**src/rtl/pc_pkg.sv**
```systemverilog
// Shared types and constants for the IF-stage program-counter generator.
// Holds the control-FSM encoding, the pending-request kinds and the fetch step sizes.
package pc_pkg;

  typedef logic [1:0] pc_state_e;
  localparam pc_state_e BOOT = 2'd0;
  localparam pc_state_e RUN  = 2'd1;
  localparam pc_state_e HALT = 2'd2;

  typedef logic [1:0] pend_kind_e;
  localparam pend_kind_e NONE   = 2'd0;
  localparam pend_kind_e BRANCH = 2'd1;
  localparam pend_kind_e TRAP   = 2'd2;

  localparam int unsigned STEP4 = 4;
  localparam int unsigned STEP2 = 2;

endpackage

```
**src/rtl/pc_redirect_hold.sv**
```systemverilog
// Pending redirect/trap target captured while fetch is halted; a pending trap is never
// displaced by a branch. The merged view (this cycle's capture included) is exposed for resume.
module pc_redirect_hold
  import pc_pkg::*;
#(
  parameter int XLEN = 32
) (
  input  logic            clk,
  input  logic            reset_n,
  input  logic            capture_en,
  input  logic            clear,
  input  logic            trap_valid,
  input  logic [XLEN-1:0] trap_target,
  input  logic            redirect_valid,
  input  logic [XLEN-1:0] redirect_target,
  output logic            redirect_taken,
  output logic            pend_valid,
  output logic [XLEN-1:0] pend_target
);

  pend_kind_e      kind_q, kind_d;
  logic [XLEN-1:0] tgt_q, tgt_d;

  always_comb begin
    kind_d         = kind_q;
    tgt_d          = tgt_q;
    redirect_taken = 1'b0;
    if (capture_en) begin
      if (trap_valid) begin
        kind_d = TRAP;
        tgt_d  = trap_target;
      end else if (redirect_valid && (kind_q != TRAP)) begin
        kind_d         = BRANCH;
        tgt_d          = redirect_target;
        redirect_taken = 1'b1;
      end
    end
  end

  assign pend_valid  = (kind_d != NONE);
  assign pend_target = tgt_d;

  always_ff @(posedge clk or negedge reset_n) begin
    if (!reset_n) begin
      kind_q <= NONE;
      tgt_q  <= '0;
    end else if (clear) begin
      kind_q <= NONE;
    end else begin
      kind_q <= kind_d;
      tgt_q  <= tgt_d;
    end
  end

endmodule

```
**src/rtl/pc_gen.sv**
```systemverilog
// IF-stage PC generator: BOOT/RUN/HALT control, trap > redirect > fetch priority, misalign check.
// Define PC_RVC_EN for 2/4-byte steps and 2-byte target alignment; default is 4-byte only.
module pc_gen
  import pc_pkg::*;
#(
  parameter int              XLEN         = 32,
  parameter logic [XLEN-1:0] RESET_VEC    = '0,
  parameter logic [XLEN-1:0] MISALIGN_VEC = XLEN'('h100)
) (
  input  logic            clk,
  input  logic            reset_n,
  input  logic            pc_write,
  input  logic            redirect_valid,
  input  logic [XLEN-1:0] redirect_pc,
  input  logic            trap_valid,
  input  logic [XLEN-1:0] trap_pc,
  input  logic            halt_req,
  input  logic            resume,
  input  logic            if_ready,
  input  logic            if_ilen16,
  output logic [XLEN-1:0] if_pc,
  output logic            if_valid,
  output logic            misalign_err,
  output logic [XLEN-1:0] misalign_addr,
  output logic            halted
);

  pc_state_e       state_q, state_d;
  logic [XLEN-1:0] pc_q, pc_d;
  logic            err_q, mis_detect;
  logic [XLEN-1:0] addr_q;

  logic            misaligned;
  logic [XLEN-1:0] step_amt;
  logic [XLEN-1:0] trap_target, redirect_target;
  logic            in_run, in_halt, resume_go;
  logic            hold_redirect_taken, pend_valid;
  logic [XLEN-1:0] pend_target;
  logic [2:0]      unused_bits;

`ifdef PC_RVC_EN
  assign misaligned = redirect_pc[0];
  assign step_amt   = if_ilen16 ? XLEN'(STEP2) : XLEN'(STEP4);
`else
  assign misaligned = |redirect_pc[1:0];
  assign step_amt   = XLEN'(STEP4);
`endif

  assign unused_bits     = {trap_pc[1:0], if_ilen16};
  assign trap_target     = {trap_pc[XLEN-1:2], 2'b00};
  assign redirect_target = misaligned ? MISALIGN_VEC : redirect_pc;

  assign in_run    = (state_q == RUN);
  assign in_halt   = (state_q == HALT);
  // halt_req beats resume when both arrive together
  assign resume_go = in_halt && resume && !halt_req;

  pc_redirect_hold #(.XLEN(XLEN)) u_hold (
    .clk             (clk),
    .reset_n         (reset_n),
    .capture_en      (in_halt),
    .clear           (resume_go),
    .trap_valid      (trap_valid),
    .trap_target     (trap_target),
    .redirect_valid  (redirect_valid),
    .redirect_target (redirect_target),
    .redirect_taken  (hold_redirect_taken),
    .pend_valid      (pend_valid),
    .pend_target     (pend_target)
  );

  always_comb begin
    state_d    = state_q;
    pc_d       = pc_q;
    mis_detect = 1'b0;
    case (state_q)
      BOOT: state_d = RUN;
      RUN: begin
        if (trap_valid) begin
          pc_d = trap_target;
        end else if (redirect_valid) begin
          pc_d       = redirect_target;
          mis_detect = misaligned;
        end else if (pc_write && if_ready) begin
          pc_d = pc_q + step_amt;
        end
        if (halt_req) state_d = HALT;
      end
      HALT: begin
        mis_detect = hold_redirect_taken && misaligned;
        if (resume_go) begin
          state_d = RUN;
          if (pend_valid) pc_d = pend_target;
        end
      end
      default: state_d = BOOT;
    endcase
  end

  always_ff @(posedge clk or negedge reset_n) begin
    if (!reset_n) begin
      state_q <= BOOT;
      pc_q    <= RESET_VEC;
      err_q   <= 1'b0;
      addr_q  <= '0;
    end else begin
      state_q <= state_d;
      pc_q    <= pc_d;
      err_q   <= mis_detect;
      if (mis_detect) addr_q <= redirect_pc;
    end
  end

  assign if_pc         = pc_q;
  assign if_valid      = in_run;
  assign halted        = in_halt;
  assign misalign_err  = err_q;
  assign misalign_addr = addr_q;

endmodule

```
**config.mk**
```make
export PLATFORM = sky130hd
export DESIGN_NAME = pc_gen
export DESIGN_NICKNAME = d
export VERILOG_FILES = /design/src/rtl/pc_pkg.sv /design/src/rtl/pc_redirect_hold.sv /design/src/rtl/pc_gen.sv
export SDC_FILE = /design/constraint.sdc
export NUM_CORES = 1
export LEC_CHECK = 0
export ABC_CLOCK_PERIOD_IN_PS = 3210
export CAP_MARGIN = 10
export CELL_PAD_IN_SITES_DETAIL_PLACEMENT = 2
export CELL_PAD_IN_SITES_GLOBAL_PLACEMENT = 2
export CORE_MARGIN = 2
export CORE_UTILIZATION = 32
export CTS_CLUSTER_SIZE = 30
export DETAILED_ROUTE_END_ITERATION = 7
export GPL_TIMING_DRIVEN = 0
export PLACE_DENSITY_LB_ADDON = 0.05
export SETUP_SLACK_MARGIN = 0.4
export SLEW_MARGIN = 40
export SYNTH_ARGS = -nofsm -noshare
export SYNTH_HDL_FRONTEND = slang
export SYNTH_HIERARCHICAL = 1
export SYNTH_SLANG_ARGS = --single-unit
```
**constraint.sdc**
```tcl
create_clock -name clk -period 3.21 [get_ports clk]
set_clock_uncertainty 0.1 [all_clocks]
set_input_delay 0.321 -clock clk [delete_from_list [all_inputs] [get_ports clk]]
set_output_delay 0.321 -clock clk [all_outputs]
set_load 0.05 [all_outputs]
```
==> Yosys cells after proc, flatten, opt, wreduce, memory -nomap -nowiden <==
Index checks and enable logic that the tools add are counted.
{ "word_totals": {"regBits": 101, "input_bits": 73, "output_inout_bits": 67} }
{ "classes": {"n_addsub": 1, "eq_ne": 7, "mux": 23, "n_reduce_logical": 12} }
{ "op_table": {"columns": ["cell", "n"], "rows": [
  ["two-way mux 32 bit", 9],
  ["one-hot mux 32 bit (2 select lines)", 1],
  ["adder 32 x 3 -> 32 bit (second input constant)", 1],
  ["two-way mux 2 bit", 6],
  ["one-hot mux 2 bit (3 select lines)", 1],
  ["logical AND 1 bit", 5],
  ["two-way mux 1 bit", 5],
  ["inequality test 2 x 1 -> 1 bit (second input constant)", 2],
  ["inequality test 2 bit (second input constant)", 2],
  ["inequality test 4 x 3 -> 1 bit (second input constant)", 1],
  ["AND reduction 4 bit", 1],
  ["nonzero test 2 bit", 2],
  ["== test 2 x 1 -> 1 bit (second input constant)", 1],
  ["== test 2 bit (second input constant)", 1],
  ["logical NOT 2 bit", 1],
  ["one-hot mux 1 bit (2 select lines)", 1],
  ["AND reduction 2 bit", 1],
  ["OR reduction 2 bit", 1],
  ["logical NOT 1 bit", 1]
]} }

==> Longest topological paths before layout <==
Gate-level depths: netlist of run 1.
{ "logic_depth": {"ltp_word": 9, "ltp_mapped": 13, "depth_no_buf": 10} }

==> By module <==
Netlist of run 1, hierarchy kept.
{ "modules_own_cells": {"columns": ["module", "n_inst", "cells_per_inst", "area_each_um2", "seq_area_each_um2"], "rows": [
  ["pc_gen", 1, 492, 4519.3, 1676.6],
  ["pc_redirect_hold", 1, 270, 2661.3, 850.8]
]} }

==> Worst setup path after synthesis of run 1 <==
OpenSTA, ideal clock, no wires.
{ "synth_path": {"path_type": "register to register", "startpoint": "reg state_q[0]", "endpoint": "reg addr_q[10] (netlist: misalign_addr[10])", "setup_time_ns": 0.127, "arrival_time_ns": 2.549, "path_slack_ns": 0.434, "stages_incl_launch_ff": 11, "n_path_buf": 3, "period_less_slack_ns": 2.776, "path_cell_list": "dfrtp_1 -> inv_1 -> ha_1 -> buf_4 -> and4_4 -> buf_4 -> a32o_1 -> and2_4 -> and2b_4 -> buf_6 -> mux2_1"} }
{ "synth_via": {"elab_chain_len": 4} }
{ "synth_lines": {"columns": ["element", "line_no", "rtl"], "rows": [
  ["start: declaration", "pc_gen.sv:28", "pc_state_e state_q, state_d;"],
  ["start signal: assignment", "pc_gen.sv:107", "state_q <= state_d;"],
  ["== test 2 bit", "pc_gen.sv:54", "assign in_halt = (state_q == HALT);"],
  ["via halted", "pc_gen.sv:25", "output logic halted"],
  ["two-way mux 1 bit", "pc_redirect_hold.sv:28", "if (capture_en) begin"],
  ["via hold_redirect_taken", "pc_gen.sv:37", "logic hold_redirect_taken, pend_valid;"],
  ["logical AND 1 bit", "pc_gen.sv:90", "mis_detect = hold_redirect_taken && misaligned;"],
  ["one-hot mux 1 bit (2 select lines)", "pc_gen.sv:76", "case (state_q)"],
  ["end signal: assignment", "pc_gen.sv:110", "if (mis_detect) addr_q <= redirect_pc;"],
  ["end: declaration", "pc_gen.sv:31", "logic [XLEN-1:0] addr_q;"]
]} }
The timed path passes the listed nets, and every way through them passes these cells.
A chain may end at the register's enable or synchronous reset.

==> Worst setup path in the final report of run 1 <==
{ "layout_path": {"startpoint": "reg state_q[0]", "endpoint": "reg pc_q[21] (netlist: if_pc[21])"} }
{ "layout_via": {"elab_chain_len": 5} }
{ "layout_lines": {"columns": ["element", "line_no", "rtl"], "rows": [
  ["== test 2 bit", "pc_gen.sv:54", null],
  ["two-way mux 32 bit", "pc_redirect_hold.sv:28", null],
  ["via pend_target[21]", "pc_gen.sv:38", "logic [XLEN-1:0] pend_target;"],
  ["two-way mux 32 bit", "pc_gen.sv:93", "if (pend_valid) pc_d = pend_target;"],
  ["two-way mux 32 bit", "pc_gen.sv:91", "if (resume_go) begin"],
  ["one-hot mux 32 bit (2 select lines)", "pc_gen.sv:76", null],
  ["end signal: assignment", "pc_gen.sv:108", "pc_q <= pc_d;"],
  ["end: declaration", "pc_gen.sv:29", "logic [XLEN-1:0] pc_q, pc_d;"]
]} }
The timed path passes the listed nets, and every way through them passes these cells. The select of a mux whose other input is x is not followed.

==> impl_metrics.tcl, run 1 <==
set metrics [dict create \
    hold_depth 3 \
    dr.pass1.iters 6 \
    setup-violations-final 0 \
    post-route-period-util 0.848 \
    hold_ws_ps 299 \
    timing.slew.headroom 0.424 \
    finalNonFillerCells 1208 \
    min_path_type "in -> reg" \
    synth_top_area_share 0.352 \
    synth_cells 762 \
    drtIter0Drc 370 \
    drt_wl_total_um 34100 \
    place.gp.congestion 0.851 \
    clock-sinks 101 \
    rr_startpoint "state_q[0]" \
    clock.fmax_mhz 367 \
    holdPathEnd "misalign_addr[0]" \
    clkTransAtPathRegs_ps 80 \
    crit_slowest_cell "a221oi_1" \
    start_kind "flop" \
    cts_tree "done" \
    synth_cell_types 86 \
    root_buffer "clkbuf_16" \
    arrival_ps 2880 \
    fin_ws_ps 488 \
    synth_flop_cell "dfrtp_1" \
    yosysSeqAreaShare 0.352 \
    overflow 0 \
    cp_common_cell "buf_12" \
    synthArstFlopShare 1.00 \
    grt_use_total 0.290 \
    fp.dieW_um 154 \
    diodes 0 \
    grt_first_pass_wirelength_um 51200 \
    slowest_delay_ps 610 \
    worstSkewPairLatency_ps 370 \
    endpoint_kind "flop" \
    ys_ff_latch 101 \
    ioPinCount 140 \
    synthTopCellsByCount "101 x dfrtp_1, 51 x o21ai_0, 49 x nand2_1" \
    synthTopCellsByArea "dfrtp_1 35%, mux2_1 4.5%, mux2i_1 4.3%, o2bb2ai_1 4.0%, o21ai_0 3.6%" \
    power.density_nw_per_um2 1020 \
    die_y_um 154 \
    die-area_um2 23700 \
    reg2regPathDepth 11 \
    numPortBuffers 136 \
    coreArea_um2 22000 \
    viasPerCell 5.97 \
    vdd_drop_max_uv 508 \
    area_delta_synth_final_pct 30.9 \
    rsz0062_at_grt "true" \
    start_util 0.327 \
    via_count 7217 \
    row_count 54 \
    maxCapViolations 0 \
    dpl.hpwl_um 25200 \
    grt_pass1_vias 7959 \
    routedWlPerCell_um 28.2 \
    reg2reg_setup_slack_ps 490 \
    drcViolationCount 0 \
    htree_levels 3 \
    fin_crit_ps 2720 \
    outcome "complete, no violations" \
    timing.rr.end "if_pc[21]" \
    power_leakage_nw 3.86 \
    syn-cell-area_um2 7180 \
    grt_max_degree 65 \
    critPathTopFamily "compound AO/OA/AOI/OAI gates" \
    cts_buffers 9 \
    dp_worst_setup_slack_ps -666 \
    fin_setup_tns_ps 0 \
    critical_path_buf_inv_count 4 \
    worst_slew_pin_slew_ps 864 \
    ant_nets 0 \
    hp-start "redirect_pc[1]" \
    syn-mean-instance-area_um2 9.42 \
    clk_path_buf_depth 2 \
    antenna_found_initial 0 \
    dp.cells 1184 \
    worstPathCellList "inv_1 > ha_4 > buf_4 > and2_4 > buf_12 > buf_12 > a21oi_2 > o21ai_0 > a221oi_1 > o31ai_1 > a21o_1" \
    yosys_warnings 6 \
    critPathMaxFanout 10 \
    drive_above_1_share 0.159 \
    synth_edf_count 0 \
    yosysTopAreaCell "dfrtp_1" \
    hold_viol 0 \
    crit_type "reg -> reg" \
    crit_required_ps 3370 \
    maxSlewViolCount 0 \
    finalNetCount 1000 \
    yosysMostFrequentCell "dfrtp_1" \
]
[repair_timing]
item,CTS,global route
gates resized for setup,21,27
setup buffers,2,5
pin swaps,2,2
hold buffers,1,0
endpoints found under the hold margin,37,0
setup endpoints to repair,98,84
gates cloned,0,0
[per-stage QoR]
| step | cell area [µm²] | util | power [mW] |
|---|---|---|---|
| after floorplan | 7200 | - | 6.04 |
| after global placement | 8910 | 0.406 | 7.95 |
| after detailed placement | 8940 | 0.407 | 8.20 |
| after CTS | 9300 | 0.424 | 9.43 |
| after global routing | 9400 | 0.428 | 10.0 |
| final | 9400 | 0.428 | 9.55 |
[state kept, by name, summed over array words and instances, names as in the netlist]
name / cells
if_pc: 32
misalign_addr: 32
u_hold/tgt_q: 32
state_q: 2
u_hold/kind_q: 2
misalign_err: 1
[routing by layer]
layer  part of all wire  GRT usage  vias to the layer above
met5                  0          0                        -
met4              0.018     0.0672                        0
met3              0.067     0.0595                       47
met2               0.46      0.474                      260
met1               0.45      0.395                     3736
li1                   -          -                     3174
[worst register-to-register path, stage by stage, from the launching register on]
cell and delay [ps]:
dfrtp_1 380, inv_1 100, ha_4 210, buf_4 150
and2_4 160, buf_12 140, buf_12 150, a21oi_2 180
o21ai_0 140, a221oi_1 620, o31ai_1 140, a21o_1 170
[power breakdown]
part | switching [mW] | internal (mW) | leakage [nW]
registers | 0.616 | 1.85 | 1.25
clock network | 0.575 | 0.560 | 0.134
logic | 3.77 | 2.18 | 2.47
total | 4.96 | 4.59 | 3.86
[worst max path at each step]
stage	from	to	slack, ps	depth (start not counted)
2_1_floorplan	state_q[0]	misalign_addr[10]	430	10
3_3_place_gp	reset_n	misalign_addr[10]	-2750	1
3_5_place_dp	redirect_pc[0]	if_pc[21]	-670	11
4_1_cts	state_q[0]	misalign_addr[25]	400	10
5_1_grt	state_q[0]	u_hold/tgt_q[1]	400	10
6_report	state_q[0]	if_pc[21]	490	11
[area by class of cell]
class | count | area [µm²]
multi-input cells | 596 | 4300
clock buffers | 11 | 243
flip-flops and latches | 101 | 2530
plain buffers | 58 | 450
clock inverters | 5 | 43.8
inverters | 12 | 45.0
repair buffers | 145 | 1450
fillers | 2362 | 12600
well taps | 280 | 350
[cell families (layout without fill, tap and decap cells)]
logic type                 count (synthesis)  in the layout  synth area share
AOI/OAI and AO/OA                        280            280             0.285
and+or+nand+nor                          235            235             0.193
DFF                                      101            101             0.352
buffers and inverters                     70            231            0.0601
muxes                                     61             61            0.0903
xor gates and xnor gates                  10             10            0.0122
adders and majority gates                  4              4           0.00697
other                                      1              6          0.000522
[cell usage in the layout, fill, tap and decap left out, types with 9 or more instances in the layout]
cell type / instances
clkdlybuf4s50_1: 133
dfrtp_1: 101
o21ai_0: 51
nand2_1: 49
a21oi_1: 38
o2bb2ai_1: 33
mux2i_1: 31
a21boi_1: 31
mux2_1: 29
a21oi_2: 29
and2_1: 28
nor2_1: 27
and2b_1: 21
nand3_1: 20
buf_4: 19
nor2b_1: 16
clkbuf_2: 12
and3_1: 12
nor3_1: 12
buf_2: 11
o22ai_1: 11
inv_1: 10
a31oi_1: 10
clkbuf_16: 9
(Power assumes the default switching activity.)
==> run 2: changes to the inputs <==
--- a/config.mk
+++ b/config.mk
@@ -5,7 +5,7 @@
 export SDC_FILE = /design/constraint.sdc
 export NUM_CORES = 1
 export LEC_CHECK = 0
-export ABC_CLOCK_PERIOD_IN_PS = 3210
+export ABC_CLOCK_PERIOD_IN_PS = 2600
 export CAP_MARGIN = 10
 export CELL_PAD_IN_SITES_DETAIL_PLACEMENT = 2
 export CELL_PAD_IN_SITES_GLOBAL_PLACEMENT = 2
==> constraint.sdc (replaced) <==
create_clock -name clk -period 2.6 [get_ports clk]
set_clock_uncertainty 0.1 [all_clocks]
set_input_delay 0.26 -clock clk [delete_from_list [all_inputs] [get_ports clk]]
set_output_delay 0.26 -clock clk [all_outputs]
set_load 0.05 [all_outputs]
==> run 2 against run 1 <==
Fmax up 7.9%. Design area grew 17%. Register-to-register slack worse by 410 ps. Critical path depth is 4 higher. Non-clock buffer count grew 68. First-iteration DRC count is 30% higher. Die area stayed put. Global-route usage rose by 3.7 points. Flip-flop and latch count is the same. Sequential power grew 26%. Clock-buffer cell count down 1. Critical endpoint is now if_pc[29]. Highest routed layer unchanged.
==> impl_metrics.tcl, run 2 (same netlist as run 1, synthesis figures left out) <==
set metrics [dict create \
    drcViolationCount 0 \
    power_mw 14.2 \
    crit_type "reg -> reg" \
    rr_startpoint "state_q[0]" \
    arrival_ps 2680 \
    via_count 7811 \
    ioPinCount 140 \
    diodes 0 \
    drt_wl_total_um 39300 \
    path_depth 15 \
    grt_use_total 0.326 \
    clk_path_buf_depth 2 \
    antenna_found_initial 0 \
    ant_nets 0 \
    setup-violations-final 0 \
    finalNonFillerCells 1276 \
    stdcell_area_um2 11000 \
    htree_levels 3 \
    worstSkewPairLatency_ps 380 \
    worstPathCellList "inv_2 > ha_4 > buf_12 > buf_6 > buf_8 > o21ai_4 > nand2_2 > nand4b_1 > buf_4 > a22oi_2 > buf_6 > buf_6 > nand2_4 > a2111oi_4 > nor3_2" \
    area_delta_synth_final_pct 53.6 \
    critPathMaxFanout 7 \
    cts_buffers 9 \
    worst_slew_pin_slew_ps 908 \
    die-area_um2 23700 \
    coreArea_um2 22000 \
    fin_setup_tns_ps 0 \
    viasPerCell 6.12 \
    dr.pass1.iters 5 \
    place.gp.congestion 0.856 \
    outcome "complete, no violations" \
    cts_tree "done" \
    final_cell_mix "129 x clkdlybuf4s50_1, 100 x dfrtp_1, 48 x buf_4" \
    cp_common_cell "buf_6" \
    hold_viol 0 \
    crit_slowest_cell "dfrtp_1" \
    worstSetupStartpoint "state_q[0]" \
    grt_first_pass_wirelength_um 57400 \
    drive_above_1_share 0.328 \
    clock.fmax_mhz 396 \
    rsz0062_at_grt "true" \
    fillers 2226 \
    numPortBuffers 136 \
    grt_max_degree 63 \
    slowest_delay_ps 400 \
    start_kind "flop" \
    reg2regPathDepth 15 \
    power_leakage_nw 4.56 \
    placed_area_um2 9000 \
    row_count 54 \
    maxCapViolations 0 \
    start_util 0.327 \
    fin_ws_ps 76.4 \
    root_buffer "clkbuf_16" \
    critical_path_buf_inv_count 7 \
    overflow 0 \
    die_y_um 154 \
    seq_area_um2 2530 \
    drtIter0Drc 482 \
    critPathTopFamily "buffers and inverters" \
    timing.rr.end "if_pc[29]" \
    dpl.hpwl_um 25300 \
    vdd_drop_max_uv 680 \
    maxSlewViolCount 0 \
    multiInputGateArea_um2 4830 \
    crit_required_ps 2760 \
    timing.slew.headroom 0.395 \
    grt_pass1_vias 8665 \
    final_common_cell "clkdlybuf4s50_1" \
    fin_util 0.502 \
    routedWlPerCell_um 30.8 \
    fin_crit_ps 2520 \
    dp.cells 1184 \
    clkTransAtPathRegs_ps 80 \
    min_path_type "in -> async" \
    fp.dieW_um 154 \
    reg2reg_setup_slack_ps 80 \
    clock-sinks 101 \
    endpoint_kind "flop" \
    post-route-period-util 0.971 \
    finalNetCount 1068 \
    power.density_nw_per_um2 1290 \
    dp_worst_setup_slack_ps -1220 \
    hold_ws_ps 258 \
]
-- run 2: cell count changes in the layout (fill, tap and decap cells not counted), moves of 7 or more --
cell,previous run,this run
mux2_1,29,0
o21ai_0,51,28
a21oi_2,29,39
o21ai_2,0,17
buf_12,4,17
a21oi_1,38,25
buf_6,5,29
buf_4,19,48
clkbuf_2,12,1
mux2_4,0,29
nand2_1,49,41
buf_16,1,8
-- run 2: what timing repair did --
action                                 CTS  global route
hold buffers                             1             0
endpoints found under the hold margin   39             0
setup endpoints to repair              102            98
cloned                                  11             1
resized for setup                      214            68
pin swaps                               23            15
buffers inserted                        53            10
-- run 2: worst max path at each step --
stage	to	slack (ps)
after global routing	if_pc[29]	-30
after global placement	misalign_addr[11]	-3340
after CTS	misalign_addr[31]	150
after floorplan	misalign_addr[10]	240
final	if_pc[29]	80
after detailed placement	if_pc[25]	-1220
-- run 2: area by class of cell --
cell class / count / area share
plain buffers: 58 / 0.0614
clock buffers: 10 / 0.0208
clock inverters: 6 / 0.00431
inverters: 12 / 0.00442
multi-input cells: 596 / 0.438
flip-flops and latches: 101 / 0.229
well taps: 280 / 0.0318
repair buffers: 213 / 0.210
-- run 2: power by group --
group | total [mW] | internal, mW | switching [mW]
Combinational | 9.70 | 4.21 | 5.49
Sequential | 3.11 | 2.29 | 0.819
Clock | 1.41 | 0.662 | 0.752
Total | 14.2 | 7.16 | 7.06
-- run 2: routing by layer --
layer | global-route usage | wire length (µm)
met5 | 0 | 0
met4 | 0.115 | 1170
met3 | 0.0744 | 2480
met2 | 0.541 | 18800
met1 | 0.419 | 16800
==> run 3: changes to the inputs <==
--- a/config.mk
+++ b/config.mk
@@ -5,7 +5,6 @@
 export SDC_FILE = /design/constraint.sdc
 export NUM_CORES = 1
 export LEC_CHECK = 0
-export ABC_CLOCK_PERIOD_IN_PS = 2600
 export CAP_MARGIN = 10
 export CELL_PAD_IN_SITES_DETAIL_PLACEMENT = 2
 export CELL_PAD_IN_SITES_GLOBAL_PLACEMENT = 2
@@ -15,7 +14,6 @@
 export DETAILED_ROUTE_END_ITERATION = 7
 export GPL_TIMING_DRIVEN = 0
 export PLACE_DENSITY_LB_ADDON = 0.05
-export SETUP_SLACK_MARGIN = 0.4
 export SLEW_MARGIN = 40
 export SYNTH_ARGS = -nofsm -noshare
 export SYNTH_HDL_FRONTEND = slang
==> run 3 against run 2 <==
Die area did not move. Power fell by 16%. Fmax fell by 0.32%. Combinational power fell by 23%. Core utilization fell by 6.7 points. Design area fell by 13%. Sequential power fell by 2%. Highest routed layer unchanged. Worst setup slack got worse by 8.2 ps. Flip-flop and latch count did not move.
==> impl_metrics.tcl, run 3 (same netlist as run 1, synthesis figures left out) <==
set metrics [dict create \
    outcome "complete, no violations" \
    drive_above_1_share 0.176 \
    clock.fmax_mhz 395 \
    grt_use_total 0.291 \
    grt_pass1_vias 7937 \
    fillers 2365 \
    fp.dieW_um 154 \
    cts_tree "done" \
    die_y_um 154 \
    start_util 0.327 \
    placed_area_um2 8950 \
    clk_path_buf_depth 2 \
    timing.rr.end "if_pc[25]" \
    min_path_type "in -> async" \
    power_leakage_nw 3.94 \
    grt_first_pass_wirelength_um 51600 \
    htree_levels 3 \
    reg2regPathDepth 10 \
    timing.slew.headroom 0.422 \
    crit_slowest_cell "dfrtp_1" \
    setup-violations-final 0 \
    cts_buffers 9 \
    maxSlewViolCount 0 \
    area_delta_synth_final_pct 33.2 \
    place.gp.congestion 0.849 \
    arrival_ps 2670 \
    dpl.hpwl_um 25000 \
    worstPathCellList "inv_2 > ha_4 > buf_4 > clkinvlp_4 > buf_4 > clkbuf_2 > o22ai_1 > a22oi_1 > o21ai_1 > a211oi_2" \
    critical_path_buf_inv_count 5 \
    critPathMaxFanout 10 \
    via_count 7203 \
    endpoint_kind "flop" \
    drcViolationCount 0 \
    row_count 54 \
    drtIter0Drc 399 \
    fin_crit_ps 2530 \
    stdcell_area_um2 9560 \
    reg2reg_setup_slack_ps 70 \
    rr_startpoint "state_q[0]" \
    drt_wl_total_um 33900 \
    multiInputGateArea_um2 4360 \
    viasPerCell 5.95 \
    numPortBuffers 136 \
    wl_met1_um 15800 \
    die-area_um2 23700 \
    clkTransAtPathRegs_ps 80 \
    coreArea_um2 22000 \
    ioPinCount 140 \
    hold_viol 0 \
    worst_slew_pin_slew_ps 867 \
    dr_wl_met2_um 15900 \
    ant_nets 0 \
    wl_met3_um 1600 \
    clock-sinks 101 \
    routedWlPerCell_um 28.0 \
    hold_ws_ps 267 \
    slowest_delay_ps 410 \
    seq_area_um2 2530 \
    vdd_drop_max_uv 608 \
    start_kind "flop" \
    crit_required_ps 2740 \
    grt_max_degree 64 \
    maxCapViolations 0 \
    final_cell_mix "130 x clkdlybuf4s50_1, 101 x dfrtp_1, 49 x nand2_1, 49 x o21ai_0, 37 x a21oi_1" \
    final_common_cell "clkdlybuf4s50_1" \
    post-route-period-util 0.974 \
    crit_type "reg -> reg" \
    dr.max_layer_used "met4" \
    finalNetCount 1003 \
    diodes 0 \
    cp_common_cell "buf_4" \
    power.density_nw_per_um2 1250 \
    dr.pass1.iters 4 \
    critPathTopFamily "buffers and inverters" \
    overflow 0 \
    antenna_found_initial 0 \
    worstSkewPairLatency_ps 370 \
    root_buffer "clkbuf_16" \
]
==> run 3: layout make-up <==
class                      count  share of cell area
timing repair buffer         151               0.158
clock buffer                   9              0.0236
buffer                        55              0.0487
clock inverter                 7             0.00811
tap                          280              0.0366
multi-input combinational    596               0.456
inverter                      12             0.00510
sequential                   101               0.264
==> run 3: what timing repair did <==
item                                   4_1_cts  5_1_grt
gates resized for setup                     39       34
setup buffers                                8        5
hold buffers                                 1        0
endpoints found under the hold margin       38        0
pin swaps                                    3        9
setup endpoints to repair                   98       92
==> run 3: report_power, final <==
part / total [mW] / switching, mW / internal, mW / leakage (nW)
Sequential: 3.04 / 0.753 / 2.29 / 1.25
Combinational: 7.47 / 4.69 / 2.78 / 2.54
Clock: 1.48 / 0.720 / 0.762 / 0.147
Total: 12.0 / 6.16 / 5.83 / 3.94
==> run 3: metal layers <==
metal / vias to the layer above / track usage
met5: - / 0
met4: 0 / 0.0712
met3: 34 / 0.0443
met2: 221 / 0.474
met1: 3762 / 0.406
li1: 3186 / -
==> run 3: worst max path at each step <==
| stage | start | endpoint | slack [ps] | cells past startpoint |
|---|---|---|---|---|
| floorplan | state_q[0] | misalign_addr[10] | 30 | 10 |
| finish | state_q[0] | if_pc[25] | 70 | 10 |
| global route | state_q[0] | if_pc[15] | -30 | 10 |
| CTS | state_q[0] | if_pc[3] | 5 | 8 |
| global placement | reset_n | misalign_addr[10] | -3300 | 1 |
| detailed placement | redirect_pc[0] | if_pc[21] | -1240 | 11 |
==> run 3: metrics by stage <==
step                      total power, mW   util  instances  setup TNS, ps  worst slack, ps
after detailed placement             10.1  0.407       1184         -57560            -1240
final                                12.0  0.435       1211              0             68.2
after floorplan                      7.46      -        767              0             33.7
after global routing                 12.6  0.435       1211          -62.8            -28.4
after CTS                            11.8  0.430       1207              0             4.77
after global placement               9.81  0.406       1183        -380610            -3300
